**config.mk**
```make
export PLATFORM = sky130hd
export DESIGN_NAME = led_matrix_scan
export DESIGN_NICKNAME = d
export VERILOG_FILES = /design/src/rtl/led_matrix_scan.sv
export SDC_FILE = /design/constraint.sdc
export NUM_CORES = 1
export LEC_CHECK = 0
export CELL_PAD_IN_SITES_DETAIL_PLACEMENT = 0
export CELL_PAD_IN_SITES_GLOBAL_PLACEMENT = 1
export CORE_ASPECT_RATIO = 1.75
export CORE_MARGIN = 3
export CORE_UTILIZATION = 49
export CTS_CLUSTER_DIAMETER = 30
export DETAILED_ROUTE_END_ITERATION = 10
export GPL_TIMING_DRIVEN = 0
export PLACE_DENSITY = 0.85
export REMOVE_ABC_BUFFERS = 1
export SLEW_MARGIN = 20
export SYNTH_ARGS = -nofsm -noshare
export SYNTH_HDL_FRONTEND = slang
export SYNTH_SLANG_ARGS = --single-unit
```
**constraint.sdc**
```tcl
create_clock -name clk -period 3.62 [get_ports clk]
set_clock_uncertainty 0.1 [all_clocks]
set_input_delay 0.362 -clock clk [delete_from_list [all_inputs] [get_ports clk]]
set_output_delay 0.362 -clock clk [all_outputs]
set_load 0.02 [all_outputs]
```
**src/rtl/led_matrix_scan.sv**
```systemverilog
// led_matrix_scan: row-multiplexed LED-matrix driver.
// Each LED has PWM brightness and an off/on/blink/inverted-blink mode.
// Rows are scanned one at a time. Every row slot starts with one blank
// tick, which keeps a row and the next row's column pattern from ever
// overlapping on the pins.
module led_matrix_scan #(
  parameter int N_ROWS       = 4,
  parameter int N_COLS       = 4,
  parameter int PWM_BITS     = 4,
  parameter int TICK_DIV     = 64,
  parameter int BLINK_FRAMES = 5500
) (
  input  logic                             clk,
  input  logic                             resetn,
  input  logic                             wr_en,
  input  logic [$clog2(N_ROWS*N_COLS)-1:0] wr_addr,
  input  logic [PWM_BITS+1:0]              wr_data,
  output logic [N_ROWS-1:0]                aled,
  output logic [N_COLS-1:0]                kled_tri,
  output logic                             frame_start
);

  localparam int N_LEDS = N_ROWS * N_COLS;
  localparam int ADDR_W = $clog2(N_LEDS);
  localparam int ENT_W  = PWM_BITS + 2;
  localparam int PRE_W  = (TICK_DIV > 1) ? $clog2(TICK_DIV) : 1;
  localparam int ROW_W  = (N_ROWS > 1) ? $clog2(N_ROWS) : 1;
  localparam int FRM_W  = (BLINK_FRAMES > 1) ? $clog2(BLINK_FRAMES) : 1;

  localparam logic [PRE_W-1:0]    PRE_MAX = PRE_W'(TICK_DIV - 1);
  localparam logic [ROW_W-1:0]    ROW_MAX = ROW_W'(N_ROWS - 1);
  localparam logic [FRM_W-1:0]    FRM_MAX = FRM_W'(BLINK_FRAMES - 1);
  localparam logic [PWM_BITS-1:0] PWM_MAX = '1;

  localparam logic [0:0] ST_BLANK = 1'b0;
  localparam logic [0:0] ST_PWM   = 1'b1;

  logic [ENT_W-1:0]    ram_q [N_LEDS];
  logic                addrOk;

  logic                started_q;
  logic [PRE_W-1:0]    prescale_q, prescale_d;
  logic [0:0]          state_q, state_d;
  logic [ROW_W-1:0]    row_q, row_d;
  logic [PWM_BITS-1:0] pwmCnt_q, pwmCnt_d;
  logic                tick;
  logic                enterFrame;

  logic [FRM_W-1:0]    frameCnt_q, frameCnt_d;
  logic                blinkPhase_q, blinkPhase_d;

  logic [N_ROWS-1:0]   aled_q, aled_d;
  logic [N_COLS-1:0]   kled_q, kled_d;
  logic                frameStart_q;

  assign aled        = aled_q;
  assign kled_tri    = kled_q;
  assign frame_start = frameStart_q;

  assign addrOk = (int'(wr_addr) < N_LEDS);

  // Settings RAM: cleared by reset, out-of-range addresses are dropped
  always_ff @(posedge clk) begin
    if (!resetn) begin
      for (int i = 0; i < N_LEDS; i++) begin
        ram_q[i] <= '0;
      end
    end else if (wr_en && addrOk) begin
      ram_q[wr_addr] <= wr_data;
    end
  end

  // Scan sequencing: prescaler, blank/PWM state, PWM counter and row index
  always_comb begin
    tick       = (prescale_q == PRE_MAX);
    prescale_d = tick ? '0 : prescale_q + 1'b1;
    state_d    = state_q;
    row_d      = row_q;
    pwmCnt_d   = pwmCnt_q;
    enterFrame = 1'b0;
    if (!started_q) begin
      // First cycle out of reset opens the blank tick of row 0 with a full prescaler period
      prescale_d = '0;
      enterFrame = 1'b1;
    end else if (tick) begin
      if (state_q == ST_BLANK) begin
        state_d  = ST_PWM;
        pwmCnt_d = '0;
      end else if (pwmCnt_q == PWM_MAX) begin
        state_d    = ST_BLANK;
        pwmCnt_d   = '0;
        row_d      = (row_q == ROW_MAX) ? '0 : row_q + 1'b1;
        enterFrame = (row_q == ROW_MAX);
      end else begin
        pwmCnt_d = pwmCnt_q + 1'b1;
      end
    end
  end

  // Scan state registers
  always_ff @(posedge clk) begin
    if (!resetn) begin
      started_q  <= 1'b0;
      prescale_q <= '0;
      state_q    <= ST_BLANK;
      row_q      <= '0;
      pwmCnt_q   <= '0;
    end else begin
      started_q  <= 1'b1;
      prescale_q <= prescale_d;
      state_q    <= state_d;
      row_q      <= row_d;
      pwmCnt_q   <= pwmCnt_d;
    end
  end

  // Blink phase flips after every BLINK_FRAMES frame_start pulses
  always_comb begin
    frameCnt_d   = frameCnt_q;
    blinkPhase_d = blinkPhase_q;
    if (frameStart_q) begin
      if (frameCnt_q == FRM_MAX) begin
        frameCnt_d   = '0;
        blinkPhase_d = ~blinkPhase_q;
      end else begin
        frameCnt_d = frameCnt_q + 1'b1;
      end
    end
  end

  // Blink counter registers
  always_ff @(posedge clk) begin
    if (!resetn) begin
      frameCnt_q   <= '0;
      blinkPhase_q <= 1'b0;
    end else begin
      frameCnt_q   <= frameCnt_d;
      blinkPhase_q <= blinkPhase_d;
    end
  end

  // Pin pattern for the upcoming cycle, built from the next scan position.
  // The incoming blink phase is used so a whole frame sees a single phase.
  always_comb begin
    logic [ADDR_W-1:0]   ledIdx;
    logic [ENT_W-1:0]    entry;
    logic [PWM_BITS-1:0] bright;
    logic                modeEn;
    aled_d = '0;
    kled_d = '1;
    ledIdx = '0;
    entry  = '0;
    bright = '0;
    modeEn = 1'b0;
    if (state_d == ST_PWM) begin
      aled_d = N_ROWS'(1'b1) << row_d;
      for (int c = 0; c < N_COLS; c++) begin
        ledIdx = ADDR_W'(int'(row_d) * N_COLS + c);
        entry  = ram_q[ledIdx];
        bright = entry[PWM_BITS-1:0];
        case (entry[ENT_W-1:ENT_W-2])
          2'b00:   modeEn = 1'b0;
          2'b01:   modeEn = 1'b1;
          2'b10:   modeEn = blinkPhase_d;
          default: modeEn = ~blinkPhase_d;
        endcase
        kled_d[c] = ~(modeEn && (pwmCnt_d < bright));
      end
    end
  end

  // Output registers; reset forces a dark, deselected matrix immediately
  always_ff @(posedge clk) begin
    if (!resetn) begin
      aled_q       <= '0;
      kled_q       <= '1;
      frameStart_q <= 1'b0;
    end else begin
      aled_q       <= aled_d;
      kled_q       <= kled_d;
      frameStart_q <= enterFrame;
    end
  end

endmodule

```
==> run metrics <==
IR Drop Worst-Case VDD=422 uV; Crit. End Element=flip-flop; share of layout cells above drive strength 1=8.76%; cell taking the most area after synthesis=edfxtp_1; Starting DRT DRC Count=278; vias in the first global route=4849; run status=complete, no violations; Mapped Cells=635; Final Hold Vio Count=0; CTS root buf=clkbuf_16; Design Area, Final=7680 um2; Vias=4828; # hold bufs at CTS=0; Util after Layout=57.4%; GRT Total Usage=21.6%; period utilization=94.4%; synth cell count leaders=100 x and2_1, 96 x edfxtp_1, 71 x nand2_1; 1st-pass router iterations=4; Yosys warning count=0; I/O Pins=22; initial core utilization=50.2%; ANT cells=0; Fillers=1123; Final Non-Filler Cells=836; FF+latch area=3620 um2; Post-Place Cell Area=7070 um2; routed wire length per instance=18.8 um; Worst Path Max Fanout=22; GRT overflow=0; share of the synthesized area in the top cell type=42.9%; fin crit period=3.42 ns; first-pass GRT wire length=24500 um; post-synthesis cell area=6720 um2; Worst-Margin Slew=1.11 ns; final setup margin=0.202 ns; CTS tree=done; area delta synth->final=14.3%; Die ar.=15200 um2; Port Buffers=21; sequential share of the synthesized area=54.0%; Slew HR=25.2%; # placed instances=800; core area=13400 um2; setup TNS=0 ns; CP required=3.81 ns; Post-DRT Antenna Nets=0; Hold Path Class=in -> reg; CTS max path bufs=2; WS Path Type=reg -> reg; Row Count=56; Distinct cells, synth=50; EDFF count, synth=96; Die Wd=94.5 um; cts bufs inserted=17; largest net degree at the start of global routing=42; Avg Cell Area, Syn=10.6 um2; post-DR vias/cell=5.78; clock sink count=133; Fmax=293 MHz; PnR Total Power=3.47 mW; DRC errors left=0; Most used DFF post-synth=edfxtp_1; Final #Nets=678; max_cap viols=0; Static Leak=2.74 nW; RSZ-0062 raised after global routing=false; Cell Pwr Density=452 nW/um2; Synth area leaders=edfxtp_1 43%, dfxtp_1 11%, and2_1 9.3%; Final Wtd Congestion=0.891; Die H=161 um; initial antenna violation count=0; DP Wirelength=10600 um; clk_lat worst skew=0.41 ns; Worst-path clk slew=0.06 ns; Multi-input gate area=2940 um2; total wire length=15700 um; Slew Limit Fails=0; count leader, synth=and2_1; Critical Path Source Type=flip-flop; Seq cells post-synth=133; final setup fails=0; Post-synth ARST share=0%; pre-CTS setup slack=-0.148 ns; CP Data Arrival Time=3.61 ns; H-Tree Depth=4; Min Hold Slack=0.309 ns
## worst paths after layout
path / startpoint / depth (start not counted) / to / slack [ns]
worst max-delay path: pwmCnt_q[0] / 12 / kled_tri[1] / 0.20
worst min-delay path: resetn / 1 / started_q / 0.31
worst max register to register: pwmCnt_q[0] / 12 / kled_tri[1] / 0.20
worst min register to register: prescale_q[0] / 1 / prescale_q[0] / 0.35
## sequential cells by signal, summed over array words and instances, names as in the netlist
signal and flops:
state_q 1, frameCnt_q 13, frame_start 1, row_q 2, kled_tri 4, ram_q 96
pwmCnt_q 4, prescale_q 6, aled 4, started_q 1, blinkPhase_q 1
## routing by layer
layer	global-route usage (%)	vias to the layer above	wire, um
met5	0	-	0
li1	-	2298	-
met3	4.03	54	793
met2	40.2	167	8620
met1	22.0	2309	5570
met4	11.4	0	712
## cell usage in the layout (no fill, tap or decap), types with 5 or more instances in the layout
| cell type | count |
|---|---|
| dfxtp_1 | 37 |
| nor2_1 | 36 |
| nand4_1 | 5 |
| nand2b_1 | 17 |
| xor2_1 | 7 |
| inv_6 | 8 |
| mux2i_1 | 13 |
| edfxtp_1 | 96 |
| and2_1 | 100 |
| and3_1 | 5 |
| nor2b_1 | 11 |
| nand4b_1 | 5 |
| nand3_1 | 28 |
| o21ai_0 | 36 |
| inv_1 | 10 |
| a21oi_1 | 22 |
| ha_1 | 16 |
| nand2_1 | 70 |
| clkbuf_16 | 17 |
| clkdlybuf4s50_1 | 20 |
| nor3_1 | 9 |
| xnor2_1 | 9 |
## report_power, final
part / switching, mW / leakage [nW] / internal, mW / total, mW
Clock: 0.701 / 0.259 / 0.896 / 1.60
Combinational: 0.0940 / 1.26 / 0.0530 / 0.147
Sequential: 0.0304 / 1.21 / 1.70 / 1.73
## cell families (layout without fill, tap and decap cells)
kind of cell | Yosys count | count (layout) | synth area share, %
compound gates | 95 | 95 | 9.30
flops | 133 | 133 | 54.0
simple gates | 314 | 314 | 25.8
xor+xnor | 17 | 17 | 2.22
mux | 18 | 18 | 2.94
buf+inv | 42 | 69 | 2.78
fa+ha+maj | 16 | 16 | 2.98
## repair_timing
| action | CTS | global route |
|---|---|---|
| gates resized for setup | 0 | 1 |
| pin swaps | 1 | 1 |
| setup buffers | 1 | 2 |
| setup endpoints to repair | 3 | 2 |
| cloned | 0 | 0 |
## layout make-up
type	count	share of cell area [%]
flip-flops and latches	133	47.2
repair buffers	27	4.04
multi-input cells	460	38.3
inverters	10	0.489
well taps	174	2.84
clock inverters	14	1.52
clock buffers	18	5.59
## worst max-delay path: stages (launching register included)
cell and delay [ns]:
dfxtp_1 0.40, ha_1 0.30, and4_1 0.37, nand4_2 0.41, nand2_4 0.42, buf_16 0.21
nand2_1 0.07, nand3_1 0.08, o21ai_0 0.10, ha_1 0.30, o211ai_1 0.25, o311a_1 0.19
o221ai_2 0.09
(Power assumes the default switching activity.)
